<file path="config.mk">
export PLATFORM = sky130hd
export DESIGN_NAME = lock_entry_sequencer
export DESIGN_NICKNAME = d
export VERILOG_FILES = /design/src/rtl/lock_pkg.sv /design/src/rtl/lock_timer.sv /design/src/rtl/lock_entry_sequencer.sv
export SDC_FILE = /design/constraint.sdc
export NUM_CORES = 1
export LEC_CHECK = 0
export CAP_MARGIN = 25
export CELL_PAD_IN_SITES_DETAIL_PLACEMENT = 1
export CELL_PAD_IN_SITES_GLOBAL_PLACEMENT = 2
export CORE_ASPECT_RATIO = 0.7
export CORE_UTILIZATION = 34
export CTS_CLUSTER_DIAMETER = 120
export DETAILED_ROUTE_END_ITERATION = 12
export PLACE_DENSITY_LB_ADDON = 0.1
export SLEW_MARGIN = 20
export SYNTH_ARGS = -nofsm -noshare
export SYNTH_HDL_FRONTEND = slang
export SYNTH_SLANG_ARGS = --single-unit
</file>
<file path="constraint.sdc">
create_clock -name clk -period 2.3 [get_ports clk]
set_clock_uncertainty 0.1 [all_clocks]
set_input_delay 0.575 -clock clk [delete_from_list [all_inputs] [get_ports clk]]
set_output_delay 0.575 -clock clk [all_outputs]
set_load 0.01 [all_outputs]
</file>
<file path="src/rtl/lock_pkg.sv">
// Shared state encoding, default sizes and code-digit helper for the keypad lock sequencer.
package lock_pkg;

  localparam int LOCK_DIGIT_W  = 4;
  localparam int LOCK_CODE_LEN = 4;

  typedef enum logic [2:0] {
    ST_LOCKED   = 3'd0,
    ST_ENTRY    = 3'd1,
    ST_UNLOCKED = 3'd2,
    ST_ERROR    = 3'd3,
    ST_LOCKOUT  = 3'd4,
    ST_PROGRAM  = 3'd5
  } lock_state_t;

  // Digit idx of a packed code; digit k lives at bits [k*digit_w +: digit_w].
  function automatic logic [15:0] code_digit(input logic [63:0] code, input int idx,
                                             input int digit_w);
    logic [63:0] mask;
    mask = (64'd1 << digit_w) - 64'd1;
    return 16'((code >> (idx * digit_w)) & mask);
  endfunction

endpackage

</file>
<file path="src/rtl/lock_timer.sv">
// Shared up-counter for entry timeout, error hold and lockout; tc flags the terminal count.
module lock_timer #(
  parameter int CNT_W = 16
) (
  input  logic             clk,
  input  logic             reset,
  input  logic             clr,
  input  logic             en,
  input  logic [CNT_W-1:0] tc_val,
  output logic             tc
);

  logic [CNT_W-1:0] count;

  always_ff @(posedge clk or posedge reset) begin
    if (reset) begin
      count <= '0;
    end else if (clr) begin
      count <= '0;
    end else if (en) begin
      count <= count + 1'b1;
    end
  end

  assign tc = en & (count == tc_val);

endmodule

</file>
<file path="src/rtl/lock_entry_sequencer.sv">
// Multi-digit keypad lock: code entry with timeout, failure lockout and reprogramming.
//
//   state    | meaning
//   LOCKED   | idle, waiting for the first digit
//   ENTRY    | collecting digits, idle timeout armed
//   UNLOCKED | code accepted; press relocks, press with prog_en reprograms
//   ERROR    | wrong code or timeout, error_led held
//   LOCKOUT  | too many failures, presses ignored
//   PROGRAM  | writing a new code one digit per press
module lock_entry_sequencer
  import lock_pkg::*;
#(
  parameter int                          CODE_LEN       = LOCK_CODE_LEN,
  parameter int                          DIGIT_W        = LOCK_DIGIT_W,
  parameter logic [CODE_LEN*DIGIT_W-1:0] DEFAULT_CODE   = 16'h4321,
  parameter int                          MAX_TRIES      = 3,
  parameter int                          ERR_CYCLES     = 8,
  parameter int                          TIMEOUT_CYCLES = 4096,
  parameter int                          LOCKOUT_CYCLES = 1024,
  parameter int                          CNT_W          = 16
) (
  input  logic               clk,
  input  logic               reset,
  input  logic [DIGIT_W-1:0] digit,
  input  logic               enter,
  input  logic               prog_en,
  output logic               locked_led,
  output logic               unlocked_led,
  output logic               error_led,
  output logic               lockout_led,
  output logic [2:0]         state_leds,
  output logic [2:0]         digit_idx
);

  localparam int CODE_W = CODE_LEN * DIGIT_W;
  localparam int FAIL_W = $clog2(MAX_TRIES + 1);

  lock_state_t        state;
  logic               enter_q;
  logic [CODE_W-1:0]  code_r;
  logic [FAIL_W-1:0]  fail_cnt;
  logic [FAIL_W-1:0]  fail_sat_inc;
  logic               mismatch;
  logic [DIGIT_W-1:0] cur_digit;
  logic               digit_ne;
  logic               last_digit;
  logic               accept;
  logic               timer_clr;
  logic               timer_en;
  logic               timer_tc;
  logic [CNT_W-1:0]   tc_val;

  always_comb begin
    accept       = enter & ~enter_q &
                   (state inside {ST_LOCKED, ST_ENTRY, ST_UNLOCKED, ST_PROGRAM});
    cur_digit    = DIGIT_W'(code_digit(64'(code_r), int'(digit_idx), DIGIT_W));
    digit_ne     = (digit != cur_digit);
    last_digit   = (digit_idx == 3'(CODE_LEN - 1));
    fail_sat_inc = (fail_cnt >= FAIL_W'(MAX_TRIES)) ? fail_cnt : fail_cnt + 1'b1;
  end

  // Only one timed interval is live per state, so a single counter is shared.
  always_comb begin
    timer_en = 1'b0;
    tc_val   = '0;
    case (state)
      ST_ENTRY, ST_PROGRAM: begin
        timer_en = 1'b1;
        tc_val   = CNT_W'(TIMEOUT_CYCLES - 1);
      end
      ST_ERROR: begin
        timer_en = 1'b1;
        tc_val   = CNT_W'(ERR_CYCLES - 1);
      end
      ST_LOCKOUT: begin
        timer_en = 1'b1;
        tc_val   = CNT_W'(LOCKOUT_CYCLES - 1);
      end
      default: ;
    endcase
  end

  // Every accepted press and every expiry leaves the timer at zero for the next interval.
  assign timer_clr = accept | timer_tc;

  lock_timer #(.CNT_W(CNT_W)) u_timer (
    .clk    (clk),
    .reset  (reset),
    .clr    (timer_clr),
    .en     (timer_en),
    .tc_val (tc_val),
    .tc     (timer_tc)
  );

  always_ff @(posedge clk or posedge reset) begin
    if (reset) begin
      state     <= ST_LOCKED;
      enter_q   <= 1'b0;
      digit_idx <= '0;
      fail_cnt  <= '0;
      mismatch  <= 1'b0;
      code_r    <= DEFAULT_CODE;
    end else begin
      enter_q <= enter;
      case (state)
        ST_LOCKED: begin
          if (accept) begin
            mismatch  <= digit_ne;
            digit_idx <= 3'd1;
            state     <= ST_ENTRY;
          end
        end
        ST_ENTRY: begin
          if (accept) begin
            if (last_digit) begin
              digit_idx <= '0;
              if (mismatch | digit_ne) begin
                fail_cnt <= fail_sat_inc;
                state    <= ST_ERROR;
              end else begin
                fail_cnt <= '0;
                state    <= ST_UNLOCKED;
              end
            end else begin
              mismatch  <= mismatch | digit_ne;
              digit_idx <= digit_idx + 3'd1;
            end
          end else if (timer_tc) begin
            digit_idx <= '0;
            fail_cnt  <= fail_sat_inc;
            state     <= ST_ERROR;
          end
        end
        ST_ERROR: begin
          if (timer_tc) begin
            state <= (fail_cnt >= FAIL_W'(MAX_TRIES)) ? ST_LOCKOUT : ST_LOCKED;
          end
        end
        ST_LOCKOUT: begin
          if (timer_tc) begin
            fail_cnt <= '0;
            state    <= ST_LOCKED;
          end
        end
        ST_UNLOCKED: begin
          if (accept) begin
            digit_idx <= '0;
            state     <= prog_en ? ST_PROGRAM : ST_LOCKED;
          end
        end
        ST_PROGRAM: begin
          if (accept) begin
            for (int k = 0; k < CODE_LEN; k++) begin
              if (digit_idx == 3'(k)) code_r[k*DIGIT_W +: DIGIT_W] <= digit;
            end
            if (last_digit) begin
              digit_idx <= '0;
              state     <= ST_UNLOCKED;
            end else begin
              digit_idx <= digit_idx + 3'd1;
            end
          end else if (timer_tc) begin
            // Digits already written are kept; a partial new code is possible.
            digit_idx <= '0;
            state     <= ST_UNLOCKED;
          end
        end
        default: state <= ST_LOCKED;
      endcase
    end
  end

  assign state_leds   = state;
  assign locked_led   = (state == ST_LOCKED) || (state == ST_ENTRY);
  assign unlocked_led = (state == ST_UNLOCKED) || (state == ST_PROGRAM);
  assign error_led    = (state == ST_ERROR);
  assign lockout_led  = (state == ST_LOCKOUT);

endmodule

</file>
==> out/qor.csv <==
stage,metric,value,unit
status,status,"complete, no violations",
drt,Routed Antenna Nets,0,
final_layout,register area,0.00106,sq mm
worst_setup_path,Worst setup EP type,output port,
worst_setup_path,CP Launch Type,register,
synthesis,YS warnings,0,
grt,gr usage total,0.187,
synthesis,Post-Syn Nets,253,
sta,Final Hold Viols,0,
grt,first-pass GRT wire length,10500,um
final_layout,P&R area growth vs syn,27.7,%
worst_setup_path,number of cells on the critical path,2,
drt,Remaining DRCs,0,
sta,Slew headroom,0.569,
cts,Root Driver,clkbuf_8,
drt,wire length per cell,16.1,um
final_layout,"most common cell after layout, fill and taps aside",buf_4,
drt,Initial DRC Count,41,
worst_setup_path,CP Launch Point,digit_idx[1]$_DFFE_PP0P_,
grt,largest net degree at the start of global routing,17,
power_and_ir_drop,Psw,1.25,mW
worst_setup_path,Worst Path Arrival,1.57,ns
worst_setup_path,Worst path top cell family by delay,buffers and inverters,
sta,crit share post-route,0.975,
die,Core Footprint,0.00682,sq mm
die,DIE HEIGHT,72.7,um
drt,DR vias,1962,
synthesis,syn_area_per_cell,10.1,sq um
die,die width,103,um
synthesis,sequential fraction of the synthesis area,0.436,
grt,vias in the first global route,2014,
worst_setup_path,crit path kind,reg2out,
cts,worst-skew pair later-pin latency,0.30,ns
worst_setup_path,worst r2r src,digit_idx[0]$_DFFE_PP0P_,
power_and_ir_drop,combinational share of power,0.496,
final_layout,n_diodes,0,
min_path,WHS Path Cells,1,
final_layout,share of cells above drive strength 1,0.294,
drt,vias per inst,5.03,
worst_setup_path,CP cell instances,buf_4 > clkdlybuf4s50_1,
power_and_ir_drop,Pwr per Cell Area,1060,mW/mm^2
final_layout,most frequent cells in the layout,"buf_4, dfrtp_1, nor2_1",
synthesis,Synth async-reset ratio,1.00,
die,Initial Util,0.356,
power_and_ir_drop,Sequential Power Share,0.351,
worst_setup_path,worst path buffer plus inverter count,2,
power_and_ir_drop,design internal power,2.04,mW
sta,Final Critical Period,2.24,ns
drt,Total Routed Length,6300,um
cts,CTS Buf Count,5,
grt,grt ovf,0,
synthesis,Syn Inst Count,240,
die,# IOs,18,
cts,clk sinks,42,
sta,Max Clock Freq,446,MHz
sta,RSZ-0062 raised after global routing,yes,
cts,H-tree Lvls,2,
final_layout,Layout fillers,812,
final_layout,area of the multi-input gates,0.00129,sq mm
cts,clk buf depth,2,
worst_setup_path,Crit path largest cell delay,0.56,ns
synthesis,post-synthesis register bit count,42,
drt,TritonRoute pass-1 iters,4,
sta,Finish-stage setup viols,0,
worst_setup_path,"Slowest-stage cell, CP",dfrtp_1,
min_path,worst min-delay path class,reg2reg,
synthesis,post-synth cell types,49,
placement,pre-CTS WS,-0.209,ns
synthesis,synthesized area,0.00242,sq mm
power_and_ir_drop,Leak,1.37,nW
sta,Slew @ Worst Pin,0.642,ns
power_and_ir_drop,peak supply drop,0.293,mV
sta,max-slew violations,0,
job,MaxCap Viol Count,0,
placement,placed wire-length estimate,4770,um
worst_setup_path,Crit path required time,1.62,ns
cts,cts hold-fix bufs,0,
min_path,hold_sp,code_r[3]$_DFFE_PP0P_,
worst_setup_path,Max Fanout on Critical Path,8,
power_and_ir_drop,Pwr Total,3.30,mW
power_and_ir_drop,clock group share of total power,0.153,
synthesis,Most used DFF post-synth,dfrtp_1,
sta,post-route setup slack,0.0573,ns
placement,Port-buffer cells,17,
die,Die ar.,0.00748,sq mm
final_layout,Nets,308,
synthesis,Post-synth EDFFs,0,
power_and_ir_drop,Sw Ratio,0.380,
worst_setup_path,Worst Reg-to-Reg Cells,6,
die,Site Rows,25,
grt,initial antenna violation count,0,
cts,CTS tree,yes,
placement,Final GP Congestion,0.721,
cts,clk slew on worst S/H paths,0.09,ns
sequential cells by signal, indices dropped and copies added (netlist names):
register / flops
code_r: 16
u_timer.count: 16
digit_idx: 3
state_leds: 3
fail_cnt: 2
enter_q: 1
mismatch: 1
synthesized netlist by cell type, drive strengths merged (5+ instances only):
master,n,share of area
dfrtp,37,0.38
nor2,26,0.040
nand2,24,0.037
mux2,16,0.074
o21ai,13,0.027
a21oi,10,0.021
inv,10,0.015
xnor2,8,0.029
buf,6,0.020
nand2b,6,0.015
nand3,6,0.012
nor3,6,0.012
dfstp,5,0.054
ha,5,0.026
nand4,5,0.019
or3,5,0.013
layout make-up:
class | count | area share
multi-input combinational | 180 | 0.418
sequential | 42 | 0.343
timing repair buffer | 56 | 0.160
tap | 94 | 0.0380
clock buffer | 5 | 0.0222
inverter | 10 | 0.0121
clock inverter | 3 | 0.00687
per-layer routing:
metal	global-route usage	wire length [um]
met1	0.298	3540
met2	0.262	2570
met3	0.0316	158
met4	0.0423	27
met5	0	0
power groups by stage:
stage	clock [mW]	combinational (mW)	sequential, mW
floorplan	0	0.955	1.12
global route	0.542	1.81	1.20
global placement	0	1.49	1.18
detailed placement	0	1.50	1.18
CTS	0.523	1.59	1.16
finish	0.504	1.64	1.16
metrics by stage:
step | setup TNS, ns | hold slack, ns | cell area [sq um] | utilization | cells
5_1_grt | -0.0186 | 0.434 | 3100 | 0.454 | 390
3_5_place_dp | -3.39 | 0.393 | 2920 | 0.428 | 375
3_3_place_gp | -2.83 | 0.392 | 2920 | 0.428 | 375
4_1_cts | -0.0444 | 0.414 | 3060 | 0.448 | 388
6_report | 0 | 0.412 | 3100 | 0.454 | 390
2_1_floorplan | 0 | 0.374 | 2420 | - | 240
logic make-up (layout without fill, tap and decap cells):
group,count (synthesis),in the layout,share of synthesized area
flops,42,42,0.436
buf+inv,18,74,0.0387
fa+ha+maj,5,5,0.0258
mux,22,22,0.120
simple gates,97,97,0.208
xor+xnor,12,12,0.0433
compound gates,44,44,0.128
repair_timing:
action / in CTS / in global routing
resized for setup: 6 / 9
endpoints found under the hold margin: 0 / 0
pin swaps: 0 / 4
setup buffers: 5 / 2
setup endpoints to repair: 7 / 5
worst paths after layout:
kind | to | slack, ns
worst min register to register | code_r[3]$_DFFE_PP0P_ | 0.41
max in group asynchronous | code_r[0]$_DFFE_PP1P_ | 1.08
min in group asynchronous | code_r[12]$_DFFE_PP0P_ | 0.48
worst max register to register | fail_cnt[1]$_DFFE_PP0P_ | 0.08
worst min-delay path | code_r[3]$_DFFE_PP0P_ | 0.41
worst max-delay path | digit_idx[1] | 0.06
Power figures use the tool's default switching activity.
==> RTL change 1, RTL diff (same settings) <==
Put a register stage on the outputs `locked_led`, `unlocked_led`, `error_led` and `lockout_led`, without a reset. The values now appear one clock later. The other outputs are not delayed to match.
--- a/src/rtl/lock_entry_sequencer.sv
+++ b/src/rtl/lock_entry_sequencer.sv
@@ -171,10 +171,12 @@
   end
 
   assign state_leds   = state;
-  assign locked_led   = (state == ST_LOCKED) || (state == ST_ENTRY);
-  assign unlocked_led = (state == ST_UNLOCKED) || (state == ST_PROGRAM);
-  assign error_led    = (state == ST_ERROR);
-  assign lockout_led  = (state == ST_LOCKOUT);
+  always_ff @(posedge clk) begin
+    locked_led   <= (state == ST_LOCKED) || (state == ST_ENTRY);
+    unlocked_led <= (state == ST_UNLOCKED) || (state == ST_PROGRAM);
+    error_led    <= (state == ST_ERROR);
+    lockout_led  <= (state == ST_LOCKOUT);
+  end
 
 endmodule
 
Formal check against the unedited RTL: not equivalent (a bounded check fails within 10 cycles, from zero or initial values and one cycle with reset high).
==> RTL change 1 against the original RTL <==
Cell area is 0.36% lower. Area after synthesis grew 0.83%. Sequential cell count grew 4. Power fell by 22%. Setup slack improved by 0.061 ns. Utilization shrank 0.37 points. Clock power grew 5.2%. Sequential power shrank 8%. Critical path depth increased by 4. Worst hold slack got worse by 0.0027 ns. Largest power group is now sequential cells. Routed wire length grew 0.98%. Combinational power decreased by 41%.
==> RTL change 1: results (changes against the original RTL) <==
Status = finished clean (unchanged)
M1 GR Usage = 31.8% (was 29.8%)
Top cells by area, synth = dfrtp_1, mux2_2, dfstp_2 (unchanged)
Synth cell count leaders = dfrtp_1, nor2_1, nand2_1 (unchanged)
# fillers = 774 (was 812)
Initial drt markers = 135 (was 41)
Post-Syn Nets = 249 (was 253)
Slew @ Worst Pin = 0.439 ns (was 0.642 ns)
Later-pin clock latency in the skew report = 0.31 ns
WP data arrival = 2.28 ns (was 1.57 ns)
Global-route wire length before repair = 10500 µm (about the same)
Met2 GRT Util = 23.4% (was 26.2%)
Share of cells above drive strength 1 = 28.6% (was 29.4%)
Vias in the first global route = 1946 (was 2014)
WL/cell = 16.6 µm (was 16.1 µm)
CTS clock-pin slew for the worst setup and hold paths = 0.10 ns
Num CTS Buffers = 5 (unchanged)
Largest net degree at the start of global routing = 26 (was 17)
Depth of the CTS H-tree = 2 (unchanged)
Worst vdd ir = 0.000431 V (was 0.000293 V)
Final antenna diode count = 0 (unchanged)
Routability congestion estimate = 0.763 (was 0.721)
Clock tree root driver cell = clkbuf_8 (unchanged)
P_leak = 1.41 nW (was 1.37 nW)
Crit path largest cell delay = 0.57 ns
Placement Cell Area = 2950 µm² (was 2920 µm²)
Slowest cell on the critical path = mux4_2 (was dfrtp_1)
Synth async-reset ratio = 91.3% (was 100%)
Via/cell ratio = 5.05 (was 5.03)
First-pass detailed-route iteration total = 4 (unchanged)
Overall routing resource usage = 19.0% (was 18.7%)
Met3 Usage GRT = 4.31% (was 3.16%)
Top Registers = code_r (16), u_timer.count (16) (unchanged)
CTS max path bufs = 2 (unchanged)
Initial antenna violation count = 0 (unchanged)
Worst-path maximum fanout = 5 (was 8)
Cell family with most CP delay = multiplexers (was buffers and inverters)
Hold Path Class = reg -> reg (unchanged)
Ys Warns = 0 (unchanged)
PortBufs = 17 (unchanged)
Fin nets = 302 (was 308)
Unique cell type count in the Yosys netlist = 48 (was 49)
Post-DP HPWL = 4920 µm (was 4770 µm)
Seq/Total Area, Yosys = 46.5% (was 43.6%)
[RTL change 1: changes by cell type in the layout (fill, tap and decap cells not counted), sizes merged, moves of 3 or more]
cell / change
o31ai: -3
clkdlybuf4s50: +3
mux2i: +3
inv: -3
and3: +6
dfxtp: +4
xor2: +4
or3: -3
a21oi: -3
[RTL change 1: report_power, final]
group / internal [mW] / total (mW) / switching [mW]
logic: 0.472 / 0.968 / 0.497
clock network: 0.242 / 0.530 / 0.288
registers: 0.955 / 1.07 / 0.114
[RTL change 1: layout make-up]
cell class / count / area, µm² / share of cell area (%)
well taps: 94 / 118 / 3.81
inverters: 7 / 26.3 / 0.852
repair buffers: 54 / 452 / 14.6
flip-flops and latches: 46 / 1140 / 36.9
clock buffers: 6 / 82.6 / 2.68
multi-input cells: 175 / 1260 / 40.7
clock inverters: 2 / 12.5 / 0.406
[RTL change 1: worst reg2reg max path, cell delays in order (launching register included)]
cell	delay [ns]
dfrtp_2	0.47
mux4_2	0.57
xor2_1	0.16
o22a_1	0.23
a32oi_2	0.20
and3b_2	0.25
o21ai_0	0.10
[RTL change 1: what timing repair did]
| action | 4_1_cts | 5_1_grt |
|---|---|---|
| resized for setup | 2 | 6 |
| setup buffers | 0 | 2 |
| setup endpoints to repair | 3 | 4 |
| gates cloned | 0 | 0 |
| pin swaps | 0 | 2 |
[RTL change 1: path summary, 6_finish.rpt]
path / slack (ns) / to / from / cells past startpoint
hold / removal: 0.41 / code_r[4] / code_r[4] / 1
setup / recovery: 0.12 / state_leds[0] / digit_idx[0] / 6
max in group asynchronous: 1.26 / code_r[9] / reset / 3
setup reg to reg: 0.12 / state_leds[0] / digit_idx[0] / 6
hold reg to reg: 0.41 / code_r[4] / code_r[4] / 1
min in group asynchronous: 0.49 / u_timer.count[5] / reset / 3
[RTL change 1: cell families after synthesis]
kind of cell             share of synthesized area [%]
AO/OA/AOI/OAI                                     9.47
XOR/XNOR                                          5.37
adder cells (fa/ha/maj)                           2.56
flip-flops                                        46.5
multiplexers                                      13.1
buffers and inverters                             2.87
AND/OR/NAND/NOR                                   20.1
[RTL change 1: per-stage QoR]
stage	utilization, %	worst slack [ns]	instances	TNS, ns	total power, mW
4_1_cts	44.5	0.0318	382	0	2.57
5_1_grt	45.0	-0.00240	384	-0.00240	2.75
6_report	45.0	0.118	384	0	2.57
3_3_place_gp	43.1	-0.212	374	-3.41	2.02
3_5_place_dp	43.1	-0.216	374	-4.23	2.03
2_1_floorplan	-	0.0969	236	0	1.63
[RTL change 1: metal layers]
layer  vias up  share of wire, %
li1        944                 -
met1       965                58
met2        25                37
met3         5               3.5
met4         0              0.86
met5         -                 0
==> RTL change 2, RTL diff (same settings) <==
Made on the original files. `CNT_W` is set to 16 in 2 places; all go to 32.
--- a/src/rtl/lock_timer.sv
+++ b/src/rtl/lock_timer.sv
@@ -1,6 +1,6 @@
 // Shared up-counter for entry timeout, error hold and lockout; tc flags the terminal count.
 module lock_timer #(
-  parameter int CNT_W = 16
+  parameter int CNT_W = 32
 ) (
   input  logic             clk,
   input  logic             reset,
--- a/src/rtl/lock_entry_sequencer.sv
+++ b/src/rtl/lock_entry_sequencer.sv
@@ -17,7 +17,7 @@
   parameter int                          ERR_CYCLES     = 8,
   parameter int                          TIMEOUT_CYCLES = 4096,
   parameter int                          LOCKOUT_CYCLES = 1024,
-  parameter int                          CNT_W          = 16
+  parameter int                          CNT_W          = 32
 ) (
   input  logic               clk,
   input  logic               reset,
Behaviour: no difference found for any inputs over 10 cycles, from zero or initial values and one cycle with reset high; that may be too few to reach the edited logic, so the function may still have changed.
==> RTL change 2 against the original RTL <==
Combinational power is 20% lower. Clock power rose to 2.6 times the old value. Area after synthesis increased by 33%. Cell area increased by 32%. First-iteration DRC count up 140%. Global-route usage fell by 0.050 points. Routed wire length grew 33%. Via count rose by 32%. Power rose by 20%. Setup slack better by 0.028 ns. Sequential cell count is 16 higher. Register-to-register slack better by 0.02 ns.
==> RTL change 2: results (changes against the original RTL) <==
Status = finished clean (unchanged)
Routed via count = 2593 (was 1962)
Top Registers = u_timer.count (32), code_r (16) (was code_r (16), u_timer.count (16))
Number of gates resized after CTS = 11 (was 6)
Fin nets = 394 (was 308)
Post-DP HPWL = 6010 µm (was 4770 µm)
Unique cell type count in the Yosys netlist = 51 (was 49)
P_leak = 1.79 nW (was 1.37 nW)
Global-route wire length before repair = 14200 µm (was 10500 µm)
Share of cells above drive strength 1 = 26.2% (was 29.4%)
Seq pwr = 1.35 mW (was 1.16 mW)
Seq/Total Area, Yosys = 45.1% (was 43.6%)
Later-pin clock latency in the skew report = 0.33 ns (was 0.30 ns)
Post-Syn Nets = 340 (was 253)
Multiplexer area fraction after synthesis = 9.61% (was 12.0%)
Worst-path maximum fanout = 11 (was 8)
# fillers = 1053 (was 812)
Xor and xnor area share after synthesis = 7.59% (was 4.33%)
Synth cell count leaders = dfrtp_1, nor2_1, nand2_1 (unchanged)
CTS clock-pin slew for the worst setup and hold paths = 0.05 ns (was 0.09 ns)
Final hold viol count = 0 (unchanged)
Crit path largest cell delay = 0.62 ns (was 0.56 ns)
Vias in the first global route = 2727 (was 2014)
WP data arrival = 1.54 ns (was 1.57 ns)
Initial drt markers = 97 (was 41)
P_int = 2.68 mW (was 2.04 mW)
Clock tree root driver cell = clkbuf_16 (was clkbuf_8)
Clk pwr share = 32.6% (was 15.3%)
Fraction of the mapped netlist area in adder cells = 1.94% (was 2.58%)
Routability congestion estimate = 0.810 (was 0.721)
Largest net degree at the start of global routing = 59 (was 17)
Slowest cell on the critical path = clkdlybuf4s50_1 (was dfrtp_1)
Final wirelength = 8360 µm (was 6300 µm)
Depth of the CTS H-tree = 3 (was 2)
Top cells by area, synth = dfrtp_1, nor2_1, mux2_2 (was dfrtp_1, mux2_2, dfstp_2)
Num CTS Buffers = 9 (was 5)
-- RTL change 2: cell count changes after synthesis, sizes merged, moves of 3 or more --
cell,change
and2b,+3
xnor2,+3
nor2,+27
a21oi,+3
nor4,+4
clkbuf,+4
xor2,+13
dfrtp,+16
nand2,+9
nand3,+10
nand3b,-3
and3,+4
-- RTL change 2: path summary, 6_finish.rpt --
check                      cells after the start  slack [ns]      endpoint         start
setup / recovery                               1        0.09  digit_idx[2]  digit_idx[2]
max in group asynchronous                      3        1.24    code_r[14]         reset
min in group asynchronous                      3        0.52   fail_cnt[1]         reset
setup reg to reg                               6        0.10   fail_cnt[1]  digit_idx[0]
hold reg to reg                                1        0.40    code_r[10]    code_r[10]
hold / removal                                 1        0.40    code_r[10]    code_r[10]
-- RTL change 2: through the flow --
step	std cells	total power [mW]	hold slack, ns	setup slack (ns)	cell area (µm²)
final	509	3.96	0.400	0.0856	4090
after global routing	509	4.20	0.424	-0.0445	4090
after CTS	509	3.99	0.399	0.0365	4060
after detailed placement	493	2.64	0.388	-0.217	3760
after global placement	493	2.63	0.384	-0.191	3760
after floorplan	327	2.13	0.358	0.0923	3230
-- RTL change 2: area by class of cell --
class | instances | area (µm²) | share of cell area, %
Multi-Input combinational cell | 251 | 1700 | 41.6
Clock buffer | 14 | 284 | 6.95
Tap cell | 124 | 155 | 3.80
Sequential cell | 58 | 1460 | 35.8
Clock inverter | 1 | 7.51 | 0.184
Inverter | 8 | 30.0 | 0.735
Timing Repair Buffer | 53 | 448 | 11.0
-- RTL change 2: metal layers --
metal | routed length [µm] | global-route usage (%) | vias to the layer above
li1 | - | - | 1259
met1 | 4430 | 27.1 | 1295
met2 | 3580 | 26.8 | 30
met3 | 220 | 4.64 | 9
met4 | 119 | 6.79 | 0
met5 | 0 | 0 | -
